### config.mk
export PLATFORM = sky130hd
export DESIGN_NAME = rat_int_ctrl
export DESIGN_NICKNAME = d
export VERILOG_FILES = /design/src/rtl/rat_int_ctrl.sv
export SDC_FILE = /design/constraint.sdc
export NUM_CORES = 1
export LEC_CHECK = 0
export BUFFER_PORTS_ARGS = -buffer_cell sky130_fd_sc_hd__clkbuf_2
export CAP_MARGIN = 20
export CELL_PAD_IN_SITES_DETAIL_PLACEMENT = 0
export CELL_PAD_IN_SITES_GLOBAL_PLACEMENT = 1
export CORE_ASPECT_RATIO = 1.5
export CORE_MARGIN = 2
export CORE_UTILIZATION = 38
export DETAILED_ROUTE_END_ITERATION = 10
export GPL_TIMING_DRIVEN = 0
export PLACE_DENSITY = 0.83
export SYNTH_ARGS = -nofsm -noshare
export SYNTH_HDL_FRONTEND = slang
export SYNTH_SLANG_ARGS = --single-unit
### constraint.sdc
create_clock -name CLK -period 1.85 [get_ports CLK]
set_input_delay 0.0925 -clock CLK [delete_from_list [all_inputs] [get_ports CLK]]
set_output_delay 0.0925 -clock CLK [all_outputs]
set_load 0.02 [all_outputs]
### src/rtl/rat_int_ctrl.sv
// Interrupt responder for the CU's INT_CU/I_SET/I_CLR handshake: synchronises and
// edge-detects IRQ lines, holds pending/mask state, and exposes them on the IN/OUT port bus.
module rat_int_ctrl #(
  parameter int         N_SRC       = 8,
  parameter logic [7:0] PORT_STATUS = 8'h30,
  parameter logic [7:0] PORT_MASK   = 8'h31,
  parameter logic [7:0] PORT_CLR    = 8'h32,
  parameter logic [7:0] PORT_VEC    = 8'h33
) (
  input  logic             CLK,
  input  logic             RESET,
  input  logic [N_SRC-1:0] IRQ,
  input  logic             I_SET,
  input  logic             I_CLR,
  input  logic             INT_ACK,
  input  logic             IO_STRB,
  input  logic [7:0]       PORT_ID,
  input  logic [7:0]       OUT_PORT,
  output logic [7:0]       IN_PORT_DATA,
  output logic             IN_SEL,
  output logic             INT_CU,
  output logic             IE
);

  typedef enum logic [1:0] {
    IDLE = 2'd0,
    REQ  = 2'd1,
    ACKD = 2'd2
  } state_t;

  state_t state, state_nxt;

  logic [N_SRC-1:0] irq_p0, irq_p1, irq_p2;
  logic [N_SRC-1:0] irq_rise;
  logic [N_SRC-1:0] pending, pending_nxt;
  logic [N_SRC-1:0] mask, mask_nxt;
  logic [N_SRC-1:0] active, clr_bits, ack_bit;
  logic [2:0]       cur_id;
  logic             ie_nxt;
  logic             wr_mask, wr_clr, ack;

  // Isolates the lowest set bit: bit 0 has the highest priority.
  function automatic logic [N_SRC-1:0] lowest_bit(input logic [N_SRC-1:0] v);
    lowest_bit = v & (~v + N_SRC'(1));
  endfunction

  function automatic logic [2:0] lowest_idx(input logic [N_SRC-1:0] v);
    lowest_idx = '0;
    for (int i = N_SRC - 1; i >= 0; i--) begin
      if (v[i]) lowest_idx = 3'(i);
    end
  endfunction

  assign irq_rise = irq_p1 & ~irq_p2;
  assign wr_mask  = IO_STRB && (PORT_ID == PORT_MASK);
  assign wr_clr   = IO_STRB && (PORT_ID == PORT_CLR);
  assign clr_bits = wr_clr ? OUT_PORT[N_SRC-1:0] : '0;
  assign active   = pending & mask;
  assign ack      = (state == REQ) && INT_ACK;
  assign ack_bit  = ack ? lowest_bit(active) : '0;

  // A new edge wins over a coincident port clear or ack clear.
  assign pending_nxt = (pending & ~(clr_bits | ack_bit)) | irq_rise;
  assign mask_nxt    = wr_mask ? OUT_PORT[N_SRC-1:0] : mask;
  assign ie_nxt      = I_CLR ? 1'b0 : (I_SET ? 1'b1 : IE);

  // Stage boundary: p0/p1 synchronise the asynchronous IRQs, p2 holds the previous level.
  always_ff @(posedge CLK or posedge RESET) begin
    if (RESET) begin
      irq_p0  <= '0;
      irq_p1  <= '0;
      irq_p2  <= '0;
      pending <= '0;
      mask    <= '0;
      cur_id  <= '0;
      IE      <= 1'b0;
      state   <= IDLE;
      INT_CU  <= 1'b0;
    end else begin
      irq_p0  <= IRQ;
      irq_p1  <= irq_p0;
      irq_p2  <= irq_p1;
      pending <= pending_nxt;
      mask    <= mask_nxt;
      IE      <= ie_nxt;
      state   <= state_nxt;
      INT_CU  <= (state_nxt == REQ);
      if (ack) cur_id <= lowest_idx(active);
    end
  end

  // A request is withdrawn when IE is dropping or the port writes leave nothing active.
  always_comb begin
    state_nxt = state;
    case (state)
      IDLE: if (IE && (|active)) state_nxt = REQ;
      REQ: begin
        if (INT_ACK) state_nxt = ACKD;
        else if (!ie_nxt || ((pending_nxt & mask_nxt) == '0)) state_nxt = IDLE;
      end
      ACKD:    state_nxt = IDLE;
      default: state_nxt = IDLE;
    endcase
  end

  always_comb begin
    logic [7:0] pend8;
    logic [7:0] mask8;
    pend8                = '0;
    mask8                = '0;
    pend8[N_SRC-1:0]     = pending;
    mask8[N_SRC-1:0]     = mask;
    IN_PORT_DATA         = 8'h00;
    IN_SEL               = 1'b0;
    if (PORT_ID == PORT_STATUS) begin
      IN_PORT_DATA = pend8;
      IN_SEL       = 1'b1;
    end else if (PORT_ID == PORT_MASK) begin
      IN_PORT_DATA = mask8;
      IN_SEL       = 1'b1;
    end else if (PORT_ID == PORT_VEC) begin
      IN_PORT_DATA = {5'b0, cur_id};
      IN_SEL       = 1'b1;
    end
  end

endmodule

==> results by group <==
Worst hold path
  • Hold path startpoint: I_SET
  • Hold Crit Class: primary input to flop
  • Hold worst-path end: IE$_DFF_PP0_
  • Hold Path Cell Cnt: 3

Logic synthesis
  • Yosys reg bits: 47
  • Async set or reset register ratio after synthesis: 100.0%
  • Top FF cell, synth: dfrtp_1
  • Syn nets: between 150 and 200
  • Syn avg cell area: about 12 um2
  • Register area share after synthesis: around three fifths
  • Top-area cell type share of the netlist area: 59.42%
  • Yosys warns: 0
  • Most instantiated cells after synthesis: 47 x dfrtp_1, 15 x nand2_1, 13 x inv_1, 10 x nor2_1
  • Most numerous cell in the Yosys netlist: dfrtp_1
  • Main area contributors after synthesis: dfrtp_1 59%, a32o_1 4.0%, mux2i_1 4.0%, mux2_2 3.4%, nand2_1 2.8%
  • Post-synth EDFFs: 0
  • Synth Instances: 163
  • Count of cell types in the netlist: 32
  • Cell taking the most area after synthesis: dfrtp_1
  • Post-Syn Area: 1979 um2

STA
  • Post-Route Skew: 0.008130 ns
  • F_max: approximately 490 MHz
  • Final setup margin: -0.1798 ns
  • Final period utilization: 109.7%
  • Relative slew slack: 65.70%
  • RSZ-0062 raised after global routing: yes
  • Final slew viol count: 0
  • Worst-margin pin slew: 0.5145 ns
  • Setup Viol. Count Final: 2
  • Hold Vio Cnt, Final: 0
  • Min Tclk post-route: 2.030 ns

Route
  • DRC violation count after routing: 0
  • DRT Pass-1 Iters: 4
  • Vias per cell: 5.030
  • Via count: 1524
  • Total Wirelength: 4.494 mm
  • Drt initial violations: 30
  • Routed len/inst: 14.83 um
  • Post-route ant nets: 0

Setup path
  • Worst R2R End: state[0]$_DFF_PP0_
  • CP Data Required Time: about 2 ns
  • R2r setup slk: -0.18 ns
  • Worst R2R Start: pending[1]$_DFF_PP0_
  • Setup Crit Path Kind: flop to flop
  • CP startpoint kind: flop
  • CP max FO: 4
  • Cell count of the worst reg-to-reg path: 6
  • Worst path arrival time: 2.21 ns
  • Setup crit end kind: flop

Clock tree
  • H-tree levels: 2
  • Clk slew on worst S/H paths: 0.09 ns
  • Clock root buffer: clkbuf_8
  • Clk Latency, worst-skew pair: 0.29 ns
  • Clock Tree Buf Depth: 2
  • Clock Sink Count: between 40 and 50
  • TritonCTS clock tree: done
  • TritonCTS buffer count: 5

Global routing
  • GR Util met3: 2.673%
  • Vias in the first global route: 1577
  • Gr ovfl total: 0
  • Largest net degree at the start of global routing: 35
  • Busiest grt layer: met2
  • M2 GR Usage: between 30% and 40%
  • First-pass GRT wire length: 7.424 mm
  • Grt met1 use: 17.96%
  • All-Layer GR Usage: 16.55%
  • Initial antenna violation count: 0

Floorplan
  • Row Count: 32
  • Die Wd: 62.93 um
  • Die Y: 92.40 um
  • Core ar.: roughly 5100 um2
  • Initial Utilization: ~39%
  • Die area: 5814 um2
  • # IOs: slightly above 40

Finish
  • Design Area, Final: between 2000 and 3000 um2
  • Util after Layout: 51.62%
  • Synth-to-layout area growth: 32.62%
  • Number of diodes: 0
  • Layout cells sized above 1: 38.30%
  • Fin nets: 265
  • Fill count: 483

Placed design
  • Port Buffers: 39
  • Routability cong.: 0.8317
  • Post-DP HPWL: about 3.2 mm
  • Place WS: -0.2756 ns
  • Post-Place Cell Area: 2280 um2

Pwr
  • PwrDens: 817.5 nW/um2
  • VDD IR max: 0.0004822 V
  • Leakage dissipation: 1.211 nW

Outcome
  • Failing checks: negative setup slack
  • Status: complete, but fails checks

Job
  • # Max-Cap Violations: 0
==> repair_timing <==
action	CTS	global route
pin swaps	8	3
buffers inserted	10	5
cloned	0	0
gates resized for setup	8	4
hold buffers	10	0
hold endpoints to repair	22	0
setup endpoints to repair	2	2
==> per-layer routing <==
layer  routed length, um  share of wire, %
met1                1772                39
met2                2486                55
met3                 145               3.2
met4                  90               2.0
met5                   0                 0
==> report_power, final <==
part,internal [mW],switching (mW),total (mW)
Clock,0.396,0.321,0.718
Combinational,0.149,0.136,0.285
Sequential,1.10,0.0430,1.14
==> sequential cells by signal, summed over array words and instances (netlist names) <==
register	count
IE	1
INT_CU	1
cur_id	3
irq_p0	8
irq_p1	8
irq_p2	8
mask	8
pending	8
state	2
==> final cells by class <==
type                    count  area, um2  area share (%)
flip-flops and latches     47       1181           45.00
multi-input cells          99      742.0           28.27
repair buffers             65      427.9           16.30
well taps                  68      85.08           3.241
clock buffers               6      72.57           2.765
inverters                  13      48.80           1.859
plain buffers               4      37.54           1.430
clock inverters             1      30.03           1.144
==> cells in the final DEF (no fill, tap or decap), drive strengths merged, types with 6 or more instances in the layout <==
cell type	instances
dfrtp	47
clkbuf	46
buf	19
nand2	15
inv	13
nor2	10
dlygate4sd3	10
mux2i	8
a32o	8
mux2	8
nand4	6
nor3	6
nand3	6
==> critical path, cell delays in order (launching register included) <==
cell     delay [ns]
dfrtp_2        0.44
a22oi_4        0.23
and3_4         0.25
nand3_2        0.07
a32o_2         0.28
a221o_1        0.33
o31a_1         0.30
==> kinds of logic (layout without fill, tap and decap cells) <==
logic type	Yosys count	in the layout	share of synthesized area, %
buffers and inverters	17	89	4.045
AOI/OAI and AO/OA	29	29	12.77
muxes	16	16	8.976
and+or+nand+nor	54	54	14.79
DFF	47	47	59.42
==> per-stage QoR <==
| stage | power [mW] | std cells | setup TNS [ns] | hold WS (ns) |
|---|---|---|---|---|
| floorplan | 1.315 | 163 | -0.1333 | 0.1239 |
| global placement | 1.391 | 270 | -0.5574 | 0.2005 |
| detailed placement | 1.402 | 271 | -0.5497 | 0.04397 |
| CTS | 2.158 | 298 | -0.3382 | 0.02049 |
| global route | 2.250 | 303 | -0.4707 | 0.05972 |
| finish | 2.146 | 303 | -0.3562 | 0.02449 |
==> worst max-delay path by stage <==
| stage | start | to | slack, ns |
|---|---|---|---|
| floorplan | pending[1]$_DFF_PP0_ | INT_CU$_DFF_PP0_ | -0.07 |
| global placement | PORT_ID[2] | INT_CU$_DFF_PP0_ | -0.28 |
| CTS | mask[1]$_DFF_PP0_ | state[0]$_DFF_PP0_ | -0.17 |
| finish | pending[1]$_DFF_PP0_ | state[0]$_DFF_PP0_ | -0.18 |
| detailed placement | pending[1]$_DFF_PP0_ | state[0]$_DFF_PP0_ | -0.28 |
| global route | mask[2]$_DFF_PP0_ | state[0]$_DFF_PP0_ | -0.24 |
No activity file was read; power rests on OpenSTA's default activity.
